--- src/rtl/mem_access_reg.sv ---
// MAR/MDR register pair between the CPU datapath and data memory.
// Latches one access, runs a req/ack bus cycle with timeout, holds the result.
module mem_access_reg #(
  parameter int DATA_W  = 32,
  parameter int ADDR_W  = 16,
  parameter int TIMEOUT = 15
) (
  input  logic              clk,
  input  logic              rst_n,
  input  logic              cpu_valid,
  output logic              cpu_ready,
  input  logic              cpu_write,
  input  logic [ADDR_W-1:0] cpu_addr,
  input  logic [DATA_W-1:0] cpu_wdata,
  output logic              resp_valid,
  input  logic              resp_ready,
  output logic [DATA_W-1:0] resp_rdata,
  output logic              resp_err,
  output logic              mem_req,
  output logic              mem_write,
  output logic [ADDR_W-1:0] mem_addr,
  output logic [DATA_W-1:0] mem_wdata,
  input  logic              mem_ack,
  input  logic [DATA_W-1:0] mem_rdata
);

  localparam int CW = $clog2(TIMEOUT + 1);

  typedef enum logic [1:0] {
    IDLE,
    BUSY,
    RESP
  } state_t;

  state_t            state;
  logic [ADDR_W-1:0] mar;
  logic [DATA_W-1:0] mdr;
  logic              wr;
  logic              err;
  logic [CW-1:0]     cnt;
  logic              tmo;

  assign tmo = (cnt == CW'(TIMEOUT));

  always_ff @(posedge clk or negedge rst_n) begin
    if (!rst_n) begin
      state <= IDLE;
      mar   <= '0;
      mdr   <= '0;
      wr    <= 1'b0;
      err   <= 1'b0;
      cnt   <= '0;
    end else begin
      unique case (state)
        IDLE: begin
          if (cpu_valid) begin
            mar   <= cpu_addr;
            wr    <= cpu_write;
            mdr   <= cpu_write ? cpu_wdata : '0;
            cnt   <= CW'(1);
            err   <= 1'b0;
            state <= BUSY;
          end
        end
        BUSY: begin
          // ack beats timeout when both land on the same edge
          if (mem_ack) begin
            if (!wr) mdr <= mem_rdata;
            state <= RESP;
          end else if (tmo) begin
            err   <= 1'b1;
            mdr   <= '0;
            state <= RESP;
          end else begin
            cnt <= cnt + 1'b1;
          end
        end
        RESP: begin
          if (resp_ready) state <= IDLE;
        end
        default: state <= IDLE;
      endcase
    end
  end

  assign cpu_ready  = (state == IDLE);
  assign resp_valid = (state == RESP);
  assign resp_rdata = mdr;
  assign resp_err   = err;
  assign mem_req    = (state == BUSY);
  assign mem_write  = (state == BUSY) & wr;
  assign mem_addr   = mar;
  assign mem_wdata  = mdr;

endmodule

--- config.mk ---
export PLATFORM = sky130hd
export DESIGN_NAME = mem_access_reg
export DESIGN_NICKNAME = d
export VERILOG_FILES = /design/src/rtl/mem_access_reg.sv
export SDC_FILE = /design/constraint.sdc
export NUM_CORES = 1
export LEC_CHECK = 0
export ABC_AREA = 1
export BUFFER_PORTS_ARGS = -buffer_cell sky130_fd_sc_hd__buf_2
export CORE_MARGIN = 1
export CORE_UTILIZATION = 43
export DETAILED_ROUTE_END_ITERATION = 8
export GPL_ROUTABILITY_DRIVEN = 0
export PLACE_DENSITY = 0.81
export RECOVER_POWER = 25
export SLEW_MARGIN = 20
export SYNTH_ARGS = -nofsm -noshare
export SYNTH_HDL_FRONTEND = slang
export SYNTH_SLANG_ARGS = --single-unit
--- constraint.sdc ---
create_clock -name clk -period 2.1 [get_ports clk]
set_input_delay 0.105 -clock clk [delete_from_list [all_inputs] [get_ports clk]]
set_output_delay 0.105 -clock clk [all_outputs]
set_load 0.05 [all_outputs]
* Word level (Yosys, flattened, before mapping) *
Cells that the tools add are included.
W data, S select, Z words.

storage, ports and cells
  flip-flop bits (word level) = 56
  input port bits = 86
  word-level logic and storage cells = 44

operators by class
  add/sub/neg operators = 1
  eq/ne operators = 10
  muxes and demuxes = 19
  bitwise gates (word level) = 1
  reduce and logical (&&, ||, !) cells = 7

operators by type and width
  operator               count
  $mux W32               5
  $pmux W32 S2           1
  $mux W4                3
  $reduce_and A4 Y1      3
  $mux W2                4
  $pmux W4 S2            1
  $ne A2 B2 Y1 const B   3
  $pmux W2 S3            1
  $add A4 B1 Y4 const B  1
  $eq A4 B4 Y1 const B   1
  $ne A2 B1 Y1 const B   2
  $mux W1                3
  $ne A3 B1 Y1 const B   1
  $ne A3 B3 Y1 const B   1
  $reduce_and A3 Y1      1
  $eq A2 B1 Y1 const B   1
  $eq A2 B2 Y1 const B   1
  $logic_not A2 Y1       1
  $pmux W1 S2            1
  $reduce_and A2 Y1      1
  $reduce_bool A2 Y1     1
  $and A1 B1 Y1          1

* Longest topological paths before layout *
  depth after elaboration = 4
  mapped depth = 8
  depth with buffers taken out = 6

* Worst setup path after synthesis *
No wires, ideal clock.

  path kind = register to register
  start = register state[0]
  end = register mdr[10], in the netlist mem_wdata[10]
  library setup time = 0.118 ns
  data arrival time = 1.689 ns
  required time = 1.982 ns
  setup slack = 0.293 ns
  cell stages (with the launch flop) = 9
  path buffers = 2
  cell sequence = dfrtp_1 buf_4 nor2_2 nand2_2 nand2_2 nand3_2 buf_6 nand2_1 nand2_1

on the way
  word-level cells in the longest chain between the ends = 3

RTL lines
  item                                                                 line  source
  start: declaration                                                   35    state_t state;
  start signal: assignment                                             47    state <= IDLE;
  start signal: assignment                                             62    state <= BUSY;
  start signal: assignment                                             69    state <= RESP;
  $logic_not A2 Y1 *                                                   --
  named net cpu_ready                                                  11    output logic cpu_ready,
  $ne A2 B2 Y1 (no line) / $reduce_bool A2 Y1 (equally long branches)  --
  $reduce_and A4 Y1 (no line)                                          --
  end signal: assignment                                               59    mdr <= cpu_write ? cpu_wdata : '0;
  end signal: assignment                                               68    if (!wr) mdr <= mem_rdata;
  end: declaration                                                     37    logic [DATA_W-1:0] mdr;

The timed path passes the listed nets; every way through them passes the cells marked *.
A chain may end at the register's enable or synchronous reset.

* Worst setup path after layout *
  start = register state[0]
  end = output mem_write

on the way
  word-level cells in the longest chain between the ends = 2

RTL lines
  item              line  source
  $eq A2 B1 Y1      91    assign mem_write = (state == BUSY) & wr;
  $and A1 B1 Y1     91
  end: declaration  20    output logic mem_write,

No other way between the ends.

==> flow_metrics.env <==
export IMPL_worstSetupPathType="flip-flop to output port"
export IMPL_grtUsageMet3_pct=5.39
export IMPL_use_met1_pct=29.1
export IMPL_htreeDepth=2
export IMPL_drt_total_wl_um=9700
export IMPL_grt_pass1_wl_um=16200
export IMPL_worstPathArrival_ps=1740
export IMPL_track_usage_pct=24.5
export IMPL_cts_inserted_buffers=5
export IMPL_grt_pass1_vias=3446
export IMPL_cts_buffer_depth=2
export IMPL_worstPathMaxFanout=36
export IMPL_viasPerCell=5.03
export IMPL_ys_seq_elements=56
export IMPL_final_cells=705
export IMPL_top_usage_layer="met2"
export IMPL_place_inst=683
export IMPL_status="completed"
export IMPL_placed_cell_area_mm2=0.00402
export IMPL_die_area_mm2=0.00815
export IMPL_grt_start_max_net_pins=40
export IMPL_drt_iter0_markers=133
export IMPL_syn_inst=469
export IMPL_drcViolationCount=0
export IMPL_critPathRequiredTime_ps=2000
export IMPL_fin_crit_ps=1850
export IMPL_cts_tree="done"
export IMPL_fin_crit_sh_pct=88.1
export IMPL_power_density_mw_per_mm2=1660
export IMPL_gr_total_overflow=0
export IMPL_synth_nets=556
export IMPL_drv_slew=0
export IMPL_startpoint_type="flip-flop"
export IMPL_fmax_ghz=0.541
export IMPL_hold_class="primary input to flip-flop"
export IMPL_setup_violations=0
export IMPL_cts_root_buf="clkbuf_8"
export IMPL_synth_cell_types=21
export IMPL_die_w_um=90.3
export IMPL_clkLatencyLatePin_ps=300
export IMPL_syn_cell_area_mm2=0.00335
export IMPL_initial_utilization_pct=45.2
export IMPL_io_pins=171
export IMPL_firstDrtPassIters=4
export IMPL_fin_nets=693
export IMPL_worstMarginPinSlew_ps=1420
export IMPL_die_h_um=90.3
export IMPL_hpwl_um=6580
export IMPL_clkTransAtPathRegs_ps=90
export IMPL_ys_seq_area_share_pct=41.8
export IMPL_drive_above_1_share_pct=32.7
export IMPL_leakagePower_nw=2.73
export IMPL_postLayoutCoreUtil_pct=57.6
export IMPL_finalHoldViolCount=0
export IMPL_fp_coreArea_mm2=0.00741
export IMPL_use_met2_pct=43.8
export IMPL_diodes=0
export IMPL_relSlewSlack_pct=5.36
export IMPL_end_kind="output port"
export IMPL_post_place_ws_ps=455
export IMPL_dr_total_vias=3545
export IMPL_ir_drop_mv=1.08
export IMPL_layout_setup_ws_ps=251
export IMPL_portBuffers=170
export IMPL_skew_ps=4.06
export IMPL_hold_ws_ps=10.9
export IMPL_routedWlPerCell_um=13.8
export IMPL_rsz0062_at_grt="no"
export IMPL_max_cap_violations=0
export IMPL_syn2layout_area_growth_pct=27.3
export IMPL_post_cts_resized=0
export IMPL_tns_ps=0
export IMPL_drt_antenna_violating_nets=0
export IMPL_syn_avg_cell_area_um2=7.14
export IMPL_finalPower_mw=7.08
export IMPL_grt_antenna_before_repair=0
export IMPL_rows=31
export IMPL_final_cell_area_mm2=0.00426
export IMPL_clock_sinks=56
export IMPL_yosysWarnings=0
==> flip-flops by register name, summed over array words and instances, names as in the netlist <==
register   cells
mem_wdata     32
mem_addr      16
cnt            4
state          2
resp_err       1
wr             1
==> worst max-delay path, stage by stage, from the launching register on <==
cell	delay (ps)
dfrtp_1	640
nand2_2	120
buf_4	280
nor2_1	120
buf_2	270
==> cells by family after synthesis <==
kind of cell,count (synthesis),share of synthesized area [%]
flip-flops,56,41.8
AND/OR/NAND/NOR,301,40.0
XOR/XNOR,1,0.261
buffers and inverters,105,16.7
AO/OA/AOI/OAI,5,0.896
adder cells (fa/ha/maj),1,0.373
==> layout by cell type (no fill, tap or decap), drive strengths merged <==
| master | instances |
|---|---|
| nand2 | 219 |
| xnor2 | 1 |
| buf | 179 |
| dfrtp | 56 |
| nand3 | 9 |
| nand4 | 65 |
| nor2 | 8 |
| inv | 39 |
| o31ai | 2 |
| o21ai | 2 |
| ha | 1 |
| clkbuf | 9 |
| a21oi | 1 |
| dlygate4sd3 | 15 |
==> where the power goes <==
group / internal [mW] / switching (mW)
combinational: 1.02 / 3.60
clock: 0.295 / 0.330
sequential: 1.49 / 0.343
total: 2.80 / 4.27
==> synth_stat cells <==
cell type	instances	area, um2
a21oi_1	1	5.00
xnor2_1	1	8.76
dfrtp_1	56	1400
nor2_2	1	6.26
buf_2	9	45.0
clkbuf_1	17	63.8
inv_2	3	11.3
nand4_1	65	407
inv_1	36	135
ha_1	1	12.5
buf_6	4	45.0
nor2_4	1	11.3
o31ai_1	2	15.0
buf_4	33	248
nand3_1	6	30.0
nor2_1	6	22.5
nand3_2	3	30.0
o21ai_0	2	10.0
nand2_1	215	807
nand2_2	4	25.0
buf_1	3	11.3
==> per-layer routing <==
metal  vias to the layer above  wire, um
li1                       1729         -
met1                      1625      4080
met2                       169      4720
met3                        22       692
met4                         0       208
met5                         -         0
==> worst paths after layout <==
kind / from / end / depth (start not counted) / slack [ps]
max: state[0] / mem_write / 4 / 250
min: cpu_addr[8] / mem_addr[8] / 3 / 10
min in group asynchronous: rst_n / mem_wdata[9] / 2 / 670
max reg2reg: state[0] / mem_wdata[18] / 7 / 430
min reg2reg: mem_addr[11] / mem_addr[11] / 2 / 490
max in group asynchronous: rst_n / mem_wdata[22] / 2 / 610
==> what timing repair did <==
item	in CTS	in global routing
endpoints found under the hold margin	37	0
setup endpoints to repair	0	0
setup buffers	0	0
hold buffers	15	0
==> layout make-up <==
class	count	area [um2]
inverters	39	146
repair buffers	196	1110
flip-flops and latches	56	1400
fillers	704	3140
well taps	99	124
multi-input cells	308	1390
clock buffers	7	96.3
(Power assumes the default switching activity.)
